===== src/rtl/uart_rx.sv =====
`default_nettype none
// ============================================================================
// Module   : uart_rx
// Function : 8N1 UART receiver with mid-bit sampling, glitch rejection and
//            stop-bit framing check.
// Revision : 1.0 - initial release
// ============================================================================
module uart_rx #(
    parameter int CLK_F    = 50_000_000,
    parameter int UART_BPS = 115200
) (
    input  logic       clk,
    input  logic       rst_n,
    input  logic       uart_rxd,
    output logic [7:0] uart_data_out,
    output logic       rx_done,
    output logic       frame_err,
    output logic       rx_busy
);
    localparam int CLK_GOAL = CLK_F / UART_BPS;
    localparam int c_cnt_w  = $clog2(CLK_GOAL);

    localparam logic [c_cnt_w-1:0] c_sample = c_cnt_w'(CLK_GOAL / 2);
    localparam logic [c_cnt_w-1:0] c_last   = c_cnt_w'(CLK_GOAL - 1);
    localparam logic [c_cnt_w-1:0] c_one    = c_cnt_w'(1);

    localparam logic [1:0] c_idle  = 2'd0;
    localparam logic [1:0] c_start = 2'd1;
    localparam logic [1:0] c_data  = 2'd2;
    localparam logic [1:0] c_stop  = 2'd3;

    logic               r_s1, r_s2, r_s3;
    logic [1:0]         r_settle;
    logic [1:0]         r_state, w_next_state;
    logic [c_cnt_w-1:0] r_baud_cnt;
    logic [2:0]         r_bit_idx;
    logic [7:0]         r_shift;
    logic [7:0]         r_data;
    logic               r_done, r_ferr;
    logic               w_fall, w_sample, w_bit_end, w_capture, w_stop_sample;

    // Edge detection is held off until s2/s3 both carry real line samples,
    // so a line that is already low when reset releases is not taken as a start.
    assign w_fall    = r_s3 & ~r_s2 & (r_settle == 2'd3);
    assign w_sample  = (r_baud_cnt == c_sample);
    assign w_bit_end = (r_baud_cnt == c_last);

    always_ff @(posedge clk) begin
        if (!rst_n) begin
            r_s1     <= 1'b1;
            r_s2     <= 1'b1;
            r_s3     <= 1'b1;
            r_settle <= 2'd0;
        end else begin
            r_s1 <= uart_rxd;
            r_s2 <= r_s1;
            r_s3 <= r_s2;
            if (r_settle != 2'd3) r_settle <= r_settle + 2'd1;
        end
    end

    always_ff @(posedge clk) begin
        if (!rst_n) r_state <= c_idle;
        else        r_state <= w_next_state;
    end

    always_comb begin
        w_next_state = r_state;
        case (r_state)
            c_idle:  if (w_fall) w_next_state = c_start;
            c_start: begin
                if (w_sample && r_s2) w_next_state = c_idle;
                else if (w_bit_end)   w_next_state = c_data;
            end
            c_data:  if (w_bit_end && (r_bit_idx == 3'd7)) w_next_state = c_stop;
            c_stop:  if (w_sample) w_next_state = c_idle;
            default: w_next_state = c_idle;
        endcase
    end

    always_comb begin
        rx_busy       = (r_state != c_idle);
        w_capture     = (r_state == c_data) && w_sample;
        w_stop_sample = (r_state == c_stop) && w_sample;
    end

    always_ff @(posedge clk) begin
        if (!rst_n) begin
            r_baud_cnt <= '0;
            r_bit_idx  <= 3'd0;
            r_shift    <= 8'h00;
            r_data     <= 8'h00;
            r_done     <= 1'b0;
            r_ferr     <= 1'b0;
        end else begin
            r_done <= 1'b0;
            r_ferr <= 1'b0;
            if ((r_state == c_idle) || (w_next_state == c_idle) || w_bit_end)
                r_baud_cnt <= '0;
            else
                r_baud_cnt <= r_baud_cnt + c_one;
            if ((r_state == c_start) && w_bit_end)
                r_bit_idx <= 3'd0;
            else if ((r_state == c_data) && w_bit_end && (r_bit_idx != 3'd7))
                r_bit_idx <= r_bit_idx + 3'd1;
            if (w_capture) r_shift[r_bit_idx] <= r_s2;
            // Leave at mid stop bit so a zero-gap next start edge is caught.
            if (w_stop_sample) begin
                if (r_s2) begin
                    r_data <= r_shift;
                    r_done <= 1'b1;
                end else begin
                    r_ferr <= 1'b1;
                end
            end
        end
    end

    assign uart_data_out = r_data;
    assign rx_done       = r_done;
    assign frame_err     = r_ferr;

endmodule
`default_nettype wire

===== config.mk =====
export PLATFORM = sky130hd
export DESIGN_NAME = uart_rx
export DESIGN_NICKNAME = d
export VERILOG_FILES = /design/src/rtl/uart_rx.sv
export SDC_FILE = /design/constraint.sdc
export NUM_CORES = 1
export LEC_CHECK = 0
export CAP_MARGIN = 20
export CORE_ASPECT_RATIO = 0.8
export CORE_MARGIN = 2
export CORE_UTILIZATION = 48
export CTS_CLUSTER_DIAMETER = 80
export DETAILED_ROUTE_END_ITERATION = 10
export GPL_TIMING_DRIVEN = 0
export PLACE_DENSITY = 0.68
export SKIP_LAST_GASP = 1
export SLEW_MARGIN = 0
export SYNTH_ARGS = -nofsm -noshare
export SYNTH_HDL_FRONTEND = slang
export SYNTH_SLANG_ARGS = --single-unit

===== constraint.sdc =====
create_clock -name clk -period 1.9 [get_ports clk]
set_clock_uncertainty 0.1 [all_clocks]
set_input_delay 0.57 -clock clk [delete_from_list [all_inputs] [get_ports clk]]
set_output_delay 0.57 -clock clk [all_outputs]
set_load 0.1 [all_outputs]

==> summary.txt <==
Outcome
  – Status: finished clean

GRT
  – First-pass GRT wire length: 5223 um
  – Overall Global Routing Usage: 0.1660
  – Initial antenna violation count: 0
  – Grt peak-use layer: met2
  – Remaining global-route overflow: 0
  – Met2 global-route usage: 0.2655
  – Vias in the first global route: 1,168
  – Grt met1 use: 0.2183
  – GR Util met3: 0.05124
  – Largest net degree at the start of global routing: 11

Yosys
  – Synth warnings: 0
  – Most frequent cells after synthesis: 37 x dfxtp_1, 16 x mux2i_1, 16 x nor2_1
  – Cells after Synth: 160
  – Async SR Flop Fraction: 0
  – Top-count cell post-synth: dfxtp_1
  – Post-Syn Area per Cell: ~11 um2
  – Area share of the largest cell type after synthesis: 0.4398
  – Flops & latches, synth: 37
  – Post-Syn Area: 1684 um2
  – Post-synthesis cell type count: 44
  – Seq/Total Area, Yosys: 0.4398
  – Post-synth EDFFs: 0
  – Ys flop type: dfxtp_1
  – Cell taking the most area after synthesis: dfxtp_1
  – Syn Nets: 168
  – Ranking of synthesized cells by area: dfxtp_1 44%, mux2i_1 9.5%, ha_1 3.7%

Layout
  – Post-layout util: 0.5771
  – Area growth syn-to-layout: 16.49%
  – FILL cells: 281
  – Fin nets: around 190
  – Sequential cell area: 740.7 um2
  – Area of the multi-input gates: 898.4 um2
  – Share of cells above drive strength 1: 0.1899
  – Diodes inserted: 0

Power
  – PD cells: 703.2 nW/um2
  – Sequential share of power: 0.578
  – Comb pwr share: 0.043
  – Static leakage: 0.7562 nW
  – Sw Share: 0.2013
  – Switching power: roughly 0.00028 W
  – Clk network pwr share: 0.380
  – Total Power: 0.001380 W
  – P_int: ~0.0011 W
  – VDD IR max: 0.0004318 V

Timing
  – Final hold vios: 0
  – Fin. max-slew vios: 0
  – Worst Max-Slew Pin Slew: 0.5484 ns
  – Fmax: 541.1 MHz
  – Tmin final: 1.848 ns
  – RSZ-0062 raised after global routing: false
  – Period utilization: 0.9726
  – Hold WS: approximately 0.32 ns
  – Final setup fails: 0
  – Slew HR: 0.6361

Setup path
  – Worst r2r src: r_baud_cnt[0]$_SDFF_PP0_
  – CP bufs+invs: 1
  – Slowest library cell on the worst path: clkdlybuf4s15_2
  – Crit path from: uart_data_out[6]$_SDFFE_PN0P_
  – Reg2reg end: r_shift[5]$_SDFFE_PN0P_
  – Worst setup EP type: output port
  – CP max stage delay: 0.56 ns
  – Worst path arrival time: 1.18 ns
  – Startpoint Class: flop
  – Worst Setup EP: uart_data_out[6]
  – WP data required: roughly 1.2 ns
  – WP depth: 1
  – Crit path max-delay family: buffers and inverters
  – Cells along the critical path: clkdlybuf4s15_2
  – Crit path max fanout: 2
  – Worst r2r path cells: 6
  – Flop2flop setup slack: roughly 0.11 ns
  – Crit path kind: flop to output port

Floorplan
  – Initial Utilization: 0.4954
  – Core area: 3400 um2
  – I/O pin cnt: 14
  – Die area: 4001 um2
  – Die width: 70.23 um
  – # rows: 19
  – Die Y: 56.98 um

Clocking
  – Post-CTS Setup Bufs: 0
  – CTS H-tree depth: 2
  – CTS Buffer Depth: 2
  – Clk root buf: clkbuf_8
  – Worst-Skew Late Latency: 0.27 ns
  – Num CTS Buffers: 5
  – CTS tree: done
  – Clock sinks: 37
  – Hold Buf Count CTS: 0
  – Clock-pin slew on the worst setup and hold paths: ~0.060 ns

Detailed routing
  – WL final: 2949 um
  – DR WL/cell: 13.34 um
  – Vias: ~1,200
  – TritonRoute pass-1 iters: 4
  – Residual DRC: 0
  – Detail Route Antenna Nets: 0
  – DR iter-0 viols: 50
  – DR vias/cell: approximately 5.4

Hold path
  – HP Class: flop to flop

Placement
  – HPWL after DPL: 2203 um
  – IO Port Bufs: 12
  – Final weighted congestion in routability-driven placement: 0.8104

Run
  – Max_cap viols: 0
## logic make-up after synthesis
| kind of cell | count (synthesis) | synth area share |
|---|---|---|
| XOR/XNOR | 9 | 0.04681 |
| AND/OR/NAND/NOR | 69 | 0.2727 |
| multiplexers | 16 | 0.09509 |
| adder cells (fa/ha/maj) | 5 | 0.03715 |
| flip-flops | 37 | 0.4398 |
| buffers and inverters | 9 | 0.02971 |
| AO/OA/AOI/OAI | 15 | 0.07877 |
## power groups by stage
stage / Clock [W] / Sequential (W) / Combinational, W
global placement: 0 / 0.000813 / 0.0000536
CTS: 0.000544 / 0.000797 / 0.0000603
detailed placement: 0 / 0.000815 / 0.0000604
floorplan: 0 / 0.000812 / 0.0000439
global route: 0.000575 / 0.000798 / 0.0000662
finish: 0.000524 / 0.000797 / 0.0000590
## metrics by stage
stage | cell area [um2] | TNS [ns] | setup slack [ns] | instances
after global routing | 1962 | 0 | 0.005334 | 221
after detailed placement | 1857 | -2.548 | -0.5040 | 214
after CTS | 1951 | -0.1056 | -0.1056 | 221
after floorplan | 1684 | 0 | 0.2605 | 160
final | 1962 | 0 | 0.05199 | 221
after global placement | 1857 | -2.498 | -0.4881 | 214
## cell type report
class / instances / area share
clock buffer: 7 / 0.04401
inverter: 3 / 0.005740
timing repair buffer: 12 / 0.06824
sequential: 37 / 0.3776
multi-input combinational: 114 / 0.4579
tap: 42 / 0.02679
buffer: 6 / 0.01977
## metal layers
| metal | wire (um) | vias up |
|---|---|---|
| li1 | - | 605 |
| met1 | 1458 | 560 |
| met2 | 1362 | 14 |
| met3 | 103 | 4 |
| met4 | 24 | 0 |
| met5 | 0 | - |
## sequential cells by signal (all words and copies together), names as in the netlist
| signal | cells |
|---|---|
| r_bit_idx | 3 |
| rx_done | 1 |
| r_baud_cnt | 9 |
| r_s2 | 1 |
| r_s1 | 1 |
| uart_data_out | 8 |
| r_state | 2 |
| r_settle | 2 |
| r_s3 | 1 |
| frame_err | 1 |
| r_shift | 8 |
## worst min path at each step
| stage | start | end | slack (ns) | cells after the start |
|---|---|---|---|---|
| after floorplan | r_s1$_SDFF_PN1_ | r_s2$_SDFF_PN1_ | 0.29 | 1 |
| after global placement | r_s1$_SDFF_PN1_ | r_s2$_SDFF_PN1_ | 0.30 | 1 |
| after detailed placement | r_s1$_SDFF_PN1_ | r_s2$_SDFF_PN1_ | 0.31 | 1 |
| after CTS | r_s1$_SDFF_PN1_ | r_s2$_SDFF_PN1_ | 0.32 | 1 |
| after global routing | r_s1$_SDFF_PN1_ | r_s2$_SDFF_PN1_ | 0.34 | 1 |
| final | r_s1$_SDFF_PN1_ | r_s2$_SDFF_PN1_ | 0.32 | 1 |
## placed cells by master, fill, tap and decap left out, types with 2 or more instances in the layout
master	Yosys	layout
a21oi_1	2	2
and2_1	2	2
buf_6	2	3
clkbuf_1	3	4
clkbuf_8	0	6
clkdlybuf4s15_2	0	10
dfxtp_1	37	37
ha_1	5	4
inv_1	3	3
mux2i_1	16	16
nand2_1	13	13
nand2b_1	3	3
nand3_1	4	4
nand4_1	5	5
nor2_1	16	16
nor2b_1	9	9
o311ai_1	3	3
o41ai_1	2	2
xnor2_1	2	2
xor2_1	7	7
## repair_timing
| action | 4_1_cts | 5_1_grt |
|---|---|---|
| gates cloned | 0 | 0 |
| resized for setup | 35 | 5 |
| setup endpoints to repair | 11 | 2 |
No activity file was read; power rests on OpenSTA's default activity.
